--- src/rtl/conv_result_writer_if.sv ---
// conv_result_writer_if: issue, result-pulse, memory-write and status signals of the conv result writer
// Ports:
//   opcode_valid, opcode, opcode_invalid, ra, rb : CUSTOM0 issue bus (ra = out base, rb[CNT_W-1:0] = N)
//   res_valid, res_data                          : one-cycle result pulses from the conv unit
//   mem_wr, mem_addr, mem_data, mem_ack          : LSU write port, held until acked
//   busy, done, overflow, count                  : status
interface conv_result_writer_if #(parameter int CNT_W = 16);
  logic opcode_valid;
  logic [31:0] opcode;
  logic opcode_invalid;
  logic [31:0] ra;
  logic [31:0] rb;
  logic res_valid;
  logic [31:0] res_data;
  logic mem_wr;
  logic [31:0] mem_addr;
  logic [31:0] mem_data;
  logic mem_ack;
  logic busy;
  logic done;
  logic overflow;
  logic [CNT_W-1:0] count;
  modport master (
    output opcode_valid, opcode, opcode_invalid, ra, rb, res_valid, res_data, mem_ack,
    input mem_wr, mem_addr, mem_data, busy, done, overflow, count
  );
  modport slave (
    input opcode_valid, opcode, opcode_invalid, ra, rb, res_valid, res_data, mem_ack,
    output mem_wr, mem_addr, mem_data, busy, done, overflow, count
  );
endinterface

--- src/rtl/conv_result_writer.sv ---
// conv_result_writer: buffers conv result pulses in a FIFO and writes each to out_base + 4*index
// Ports:
//   clk_i : clock
//   rst_i : synchronous active-low reset
//   bus   : conv_result_writer_if.slave (issue bus, result pulses, LSU write port, status)
module conv_result_writer #(
  parameter int FIFO_DEPTH = 8,
  parameter int CNT_W = 16
) (
  input logic clk_i,
  input logic rst_i,
  conv_result_writer_if.slave bus
);
  localparam int AW = $clog2(FIFO_DEPTH);
  typedef enum logic [1:0] {IDLE, ARMED, DONE} state_t;
  state_t state;
  logic [31:0] fifo [FIFO_DEPTH];
  logic [AW:0] wp, rp;
  logic [CNT_W-1:0] n, rx_cnt, wr_cnt, idx;
  logic [31:0] base, addr, data;
  logic wr, ovf, setout, armed, empty, full, ack, pop, push;
  logic unused;
  assign unused = ^{bus.rb[31:CNT_W], bus.ra[1:0], bus.opcode[31:15], bus.opcode[11:7]};
  assign setout = bus.opcode_valid && !bus.opcode_invalid && bus.opcode[6:0] == 7'b0001011 && bus.opcode[14:12] == 3'b011;
  assign armed = state == ARMED;
  assign empty = wp == rp;
  assign full = wp[AW] != rp[AW] && wp[AW-1:0] == rp[AW-1:0];
  assign ack = wr && bus.mem_ack;
  // the output register reloads whenever it is free or being released this cycle
  assign pop = !empty && (!wr || ack);
  // a full FIFO still accepts when the head leaves on the same edge
  assign push = armed && bus.res_valid && rx_cnt < n && (!full || pop);
  // index of the write being loaded: acked writes count before the next one is addressed
  assign idx = wr_cnt + CNT_W'(ack);
  always_ff @(posedge clk_i) begin
    if (!rst_i) begin
      state <= IDLE;
      wp <= '0;
      rp <= '0;
      n <= '0;
      rx_cnt <= '0;
      wr_cnt <= '0;
      base <= '0;
      addr <= '0;
      data <= '0;
      wr <= 1'b0;
      ovf <= 1'b0;
    end else if (setout && !armed) begin
      base <= {bus.ra[31:2], 2'b00};
      n <= bus.rb[CNT_W-1:0];
      rx_cnt <= '0;
      wr_cnt <= '0;
      ovf <= 1'b0;
      wp <= '0;
      rp <= '0;
      state <= bus.rb[CNT_W-1:0] != '0 ? ARMED : IDLE;
    end else begin
      if (push) begin
        fifo[wp[AW-1:0]] <= bus.res_data;
        wp <= wp + 1'b1;
        rx_cnt <= rx_cnt + 1'b1;
      end
      if (armed && bus.res_valid && !push) ovf <= 1'b1;
      if (ack) wr_cnt <= idx;
      if (ack && idx == n) state <= DONE;
      if (pop) begin
        rp <= rp + 1'b1;
        wr <= 1'b1;
        addr <= base + (32'(idx) << 2);
        data <= fifo[rp[AW-1:0]];
      end else if (ack) wr <= 1'b0;
    end
  end
  assign bus.mem_wr = wr;
  assign bus.mem_addr = addr;
  assign bus.mem_data = data;
  assign bus.busy = state == ARMED;
  assign bus.done = state == DONE;
  assign bus.overflow = ovf;
  assign bus.count = wr_cnt;
endmodule

--- src/flat_wrapper.sv ---
// flat-port wrapper written by rule: the top's interface ports become plain ports
module conv_result_writer_flat 
#(
  parameter int FIFO_DEPTH = 8,
  parameter int CNT_W = 16
)
  (clk_i, rst_i, bus_opcode_valid, bus_opcode, bus_opcode_invalid, bus_ra, bus_rb, bus_res_valid, bus_res_data, bus_mem_ack, bus_mem_wr, bus_mem_addr, bus_mem_data, bus_busy, bus_done, bus_overflow, bus_count);
  conv_result_writer_if #(.CNT_W(CNT_W)) bus_i ();
  input logic clk_i;
  input logic rst_i;
  input wire logic [$bits(bus_i.opcode_valid)-1:0] bus_opcode_valid;
  input wire logic [$bits(bus_i.opcode)-1:0] bus_opcode;
  input wire logic [$bits(bus_i.opcode_invalid)-1:0] bus_opcode_invalid;
  input wire logic [$bits(bus_i.ra)-1:0] bus_ra;
  input wire logic [$bits(bus_i.rb)-1:0] bus_rb;
  input wire logic [$bits(bus_i.res_valid)-1:0] bus_res_valid;
  input wire logic [$bits(bus_i.res_data)-1:0] bus_res_data;
  input wire logic [$bits(bus_i.mem_ack)-1:0] bus_mem_ack;
  output wire logic [$bits(bus_i.mem_wr)-1:0] bus_mem_wr;
  output wire logic [$bits(bus_i.mem_addr)-1:0] bus_mem_addr;
  output wire logic [$bits(bus_i.mem_data)-1:0] bus_mem_data;
  output wire logic [$bits(bus_i.busy)-1:0] bus_busy;
  output wire logic [$bits(bus_i.done)-1:0] bus_done;
  output wire logic [$bits(bus_i.overflow)-1:0] bus_overflow;
  output wire logic [$bits(bus_i.count)-1:0] bus_count;
  assign bus_i.opcode_valid = bus_opcode_valid;
  assign bus_i.opcode = bus_opcode;
  assign bus_i.opcode_invalid = bus_opcode_invalid;
  assign bus_i.ra = bus_ra;
  assign bus_i.rb = bus_rb;
  assign bus_i.res_valid = bus_res_valid;
  assign bus_i.res_data = bus_res_data;
  assign bus_i.mem_ack = bus_mem_ack;
  assign bus_mem_wr = bus_i.mem_wr;
  assign bus_mem_addr = bus_i.mem_addr;
  assign bus_mem_data = bus_i.mem_data;
  assign bus_busy = bus_i.busy;
  assign bus_done = bus_i.done;
  assign bus_overflow = bus_i.overflow;
  assign bus_count = bus_i.count;
  conv_result_writer #(.FIFO_DEPTH(FIFO_DEPTH), .CNT_W(CNT_W)) u_core (.clk_i(clk_i), .rst_i(rst_i), .bus(bus_i));
endmodule
--- config.mk ---
export PLATFORM = sky130hd
export DESIGN_NAME = conv_result_writer_flat
export DESIGN_NICKNAME = d
export VERILOG_FILES = /design/src/rtl/conv_result_writer_if.sv /design/src/rtl/conv_result_writer.sv /design/src/flat_wrapper.sv
export SDC_FILE = /design/constraint.sdc
export NUM_CORES = 1
export LEC_CHECK = 0
export BUFFER_PORTS_ARGS = -buffer_cell sky130_fd_sc_hd__buf_4
export CAP_MARGIN = 40
export CORE_MARGIN = 3
export CORE_UTILIZATION = 41
export CTS_CLUSTER_SIZE = 8
export DETAILED_ROUTE_END_ITERATION = 16
export GPL_ROUTABILITY_DRIVEN = 0
export MAX_ROUTING_LAYER = met4
export PLACE_DENSITY_LB_ADDON = 0.08
export SYNTH_ARGS = -nofsm -noshare
export SYNTH_HDL_FRONTEND = slang
export SYNTH_SLANG_ARGS = --single-unit
--- constraint.sdc ---
create_clock -name clk_i -period 6.5 [get_ports clk_i]
set_clock_uncertainty 0.15 [all_clocks]
set_input_delay 0 -clock clk_i [delete_from_list [all_inputs] [get_ports clk_i]]
set_output_delay 0 -clock clk_i [all_outputs]
set_load 0.03 [all_outputs]
==> run metrics <==
Max-slew headroom 0.407; RSZ-0062 raised after global routing no; Die Wd approximately 210 um; P_leak roughly 8 nW; Least-Margin Pin Slew 0.890 ns; clk slew on worst S/H paths approximately 0.050 ns; Root Buffer clkbuf_16; max-slew violations 0; routed wire length about 43000 um; met2 usage 0.321; CTS tree built; Wirelength per Cell 20.0 um; Synth Area per Inst 13.5 sq um; CORE AREA 41400 sq um; CP Capture Type flip-flop; via count 11.3k; row cnt 74; synthesis-stage register bit count 408; Yosys Warn Count 0; busiest layer in global routing met2; met1 Use GR 0.259; Max Clk Rate 0.205 GHz; WS Path Type reg2reg; peak supply drop around 230 uV; Synth Cell Area ~17000 sq um; drt initial violations between 500 and 600; Hold Path Class in2reg; vias in the first global route ~12k; Power Dens Cells 273 nW/um^2; Clock Sink Count a little over 400; Fin. Hold Viols 0; Clock Path Buffers 3; final setup fails 0; DRC Markers 0; CTS buffer count 56; highest net fanout along the worst path 14; post_cts resized 0; commonest non-fill, non-tap cell in the layout edfxtp_1; Post-CTS Setup Bufs 0; Setup crit start kind flip-flop; GR Util met3 0.0319; arrival time worst endpoint about 5.3 ns; DP Cell Count 1946; CTS H-tree lvls 2; Top FF cell, synth edfxtp_1; R2R cell count 14; final antenna-violating net count 0; R2R Path End u_core.bus.mem_addr[31]$_SDFFE_PN0P_; commonest cells after routing, fill and taps aside edfxtp_1 (256), buf_4 (192), dfxtp_1 (149); dpl cell area around 19000 sq um; first-pass GRT wire length 66500 um; DP Wirelength about 26000 um; all-layer global routing usage 0.198; post-synthesis sequential area ratio 0.615; Die Y around 210 um; fin crit period 4.89 ns; initial antenna violation count 3; drt via density 5.28; Post-synth EDFFs 256; Syn Inst Count between 1k and 1.5k; WHS Endpoint u_core.base[17]$_SDFFE_PN0P_; largest net degree at the start of global routing 71; hold wc startpoint bus_ra[17]; area grow syn2layout 26.7%; Reg-to-Reg Start u_core.bus.mem_wr$_SDFFE_PN0P_; worst slack at placement 1.61 ns; grt total ovfl 0; IO Pins 218; maxcap violations 0; outcome finished clean; Unique masters post-synth 64; Die Area 45100 sq um; iteration count of the initial detailed-routing pass 4; R2R setup slack 1.61 ns; initial core utilization 0.421; Design Area, Final 22100 sq um; async set or reset register ratio after synthesis 0; Net count, final 1748; crit share post-route 0.752; share of cells above drive strength 1 0.215; port bufs 175; required time worst endpoint 6.87 ns; Setup TNS 0 ns; hold path cells 4; Worst-Skew Late Latency 0.60 ns; Final Worst Setup Slack about 1.6 ns; Layout Cells excl Fill 2148
[synth_stat cells (all sizes together) (12+ instances only)]
| master | count | area (sq um) |
|---|---|---|
| and3 | 12 | 75.1 |
| dfxtp | 152 | 3040 |
| xnor2 | 31 | 272 |
| nand4 | 13 | 81.3 |
| nand2 | 64 | 240 |
| edfxtp | 256 | 7690 |
| buf | 39 | 190 |
| mux4 | 64 | 1440 |
| nor2 | 123 | 462 |
| ha | 37 | 463 |
| nand3 | 35 | 175 |
| nor3 | 13 | 65.1 |
| a211oi | 39 | 293 |
| or3 | 21 | 136 |
| clkbuf | 39 | 146 |
| inv | 25 | 93.8 |
| mux2i | 82 | 821 |
| o21ai | 34 | 174 |
| nor4 | 15 | 100 |
| xor2 | 33 | 289 |
| a21oi | 45 | 225 |
| o21a | 12 | 90.1 |
[metrics by stage]
stage                      util  power, mW  hold WS [ns]
final                     0.534       6.04        0.0354
after global routing      0.534       6.28        0.0280
after CTS                 0.534       6.13       0.00185
after detailed placement  0.469       3.37        0.0850
after global placement    0.466       3.36        0.0842
after floorplan               -       3.17       -0.0511
[kinds of logic (layout without fill, tap and decap cells)]
family	Yosys count	count (layout)	synth area share
XOR/XNOR	64	64	0.0321
buffers and inverters	104	423	0.0249
other	1	5	0.000215
adder cells (fa/ha/maj)	38	38	0.0277
AND/OR/NAND/NOR	341	341	0.0960
flip-flops	408	408	0.615
AO/OA/AOI/OAI	191	191	0.0743
multiplexers	146	146	0.130
[worst max-delay path, stage by stage (launching register included)]
cell and delay, ns:
dfxtp_1 0.37, nand2_1 0.26, clkinv_1 0.26, ha_1 0.18, ha_1 0.24, nand4_1 0.33, nor3_1 0.32, xor2_1 0.43
ha_1 0.38, and3_1 0.20, a221o_1 0.32, a31o_2 0.24, a221oi_2 0.72, o221ai_1 0.21, a31oi_1 0.19
[what timing repair did]
item | 4_1_cts | 5_1_grt
hold buffers | 104 | 0
setup endpoints to repair | 0 | 0
hold endpoints to repair | 344 | 0
[routing by layer]
layer / vias up / share of wire / routed length (um)
met5: - / 0 / 0
met4: 0 / 0.022 / 964
met3: 74 / 0.042 / 1780
met2: 221 / 0.48 / 20600
met1: 5544 / 0.45 / 19500
li1: 5503 / - / -
[power breakdown]
part | total (mW) | switching, mW | internal (mW)
sequential | 2.83 | 0.0375 | 2.80
combinational | 0.526 | 0.282 | 0.244
clock | 2.68 | 1.06 | 1.62
total | 6.04 | 1.38 | 4.66
[how the worst max path moves through the flow]
stage	start	endpoint
3_3_place_gp	u_core.bus.mem_wr$_SDFFE_PN0P_	u_core.bus.mem_addr[27]$_SDFFE_PN0P_
2_1_floorplan	u_core.n[13]$_SDFFE_PN0P_	u_core.fifo[3][0]$_DFFE_PP_
3_5_place_dp	u_core.bus.mem_wr$_SDFFE_PN0P_	u_core.bus.mem_addr[31]$_SDFFE_PN0P_
4_1_cts	u_core.bus.mem_wr$_SDFFE_PN0P_	u_core.bus.mem_addr[31]$_SDFFE_PN0P_
5_1_grt	u_core.bus.mem_wr$_SDFFE_PN0P_	u_core.bus.mem_addr[27]$_SDFFE_PN0P_
6_report	u_core.bus.mem_wr$_SDFFE_PN0P_	u_core.bus.mem_addr[31]$_SDFFE_PN0P_
[flip-flops by register name, indices dropped and copies added, names as in the netlist]
| register | count |
|---|---|
| u_core.rx_cnt | 16 |
| u_core.state | 2 |
| u_core.base | 30 |
| u_core.bus.mem_wr | 1 |
| u_core.fifo | 256 |
| u_core.bus.overflow | 1 |
| u_core.rp | 4 |
| u_core.n | 16 |
| u_core.bus.count | 16 |
| u_core.bus.mem_addr | 30 |
| u_core.bus.mem_data | 32 |
| u_core.wp | 4 |
[area by class of cell]
cell class | instances | area, sq um
multi-input combinational | 782 | 6330
clock buffer | 93 | 1560
antenna | 3 | 7.51
clock inverter | 2 | 60.1
fill | 3512 | 19300
tap | 532 | 666
sequential | 408 | 10700
timing repair buffer | 302 | 2630
inverter | 26 | 98.8
Note: power is estimated with default switching activity, not from simulation.
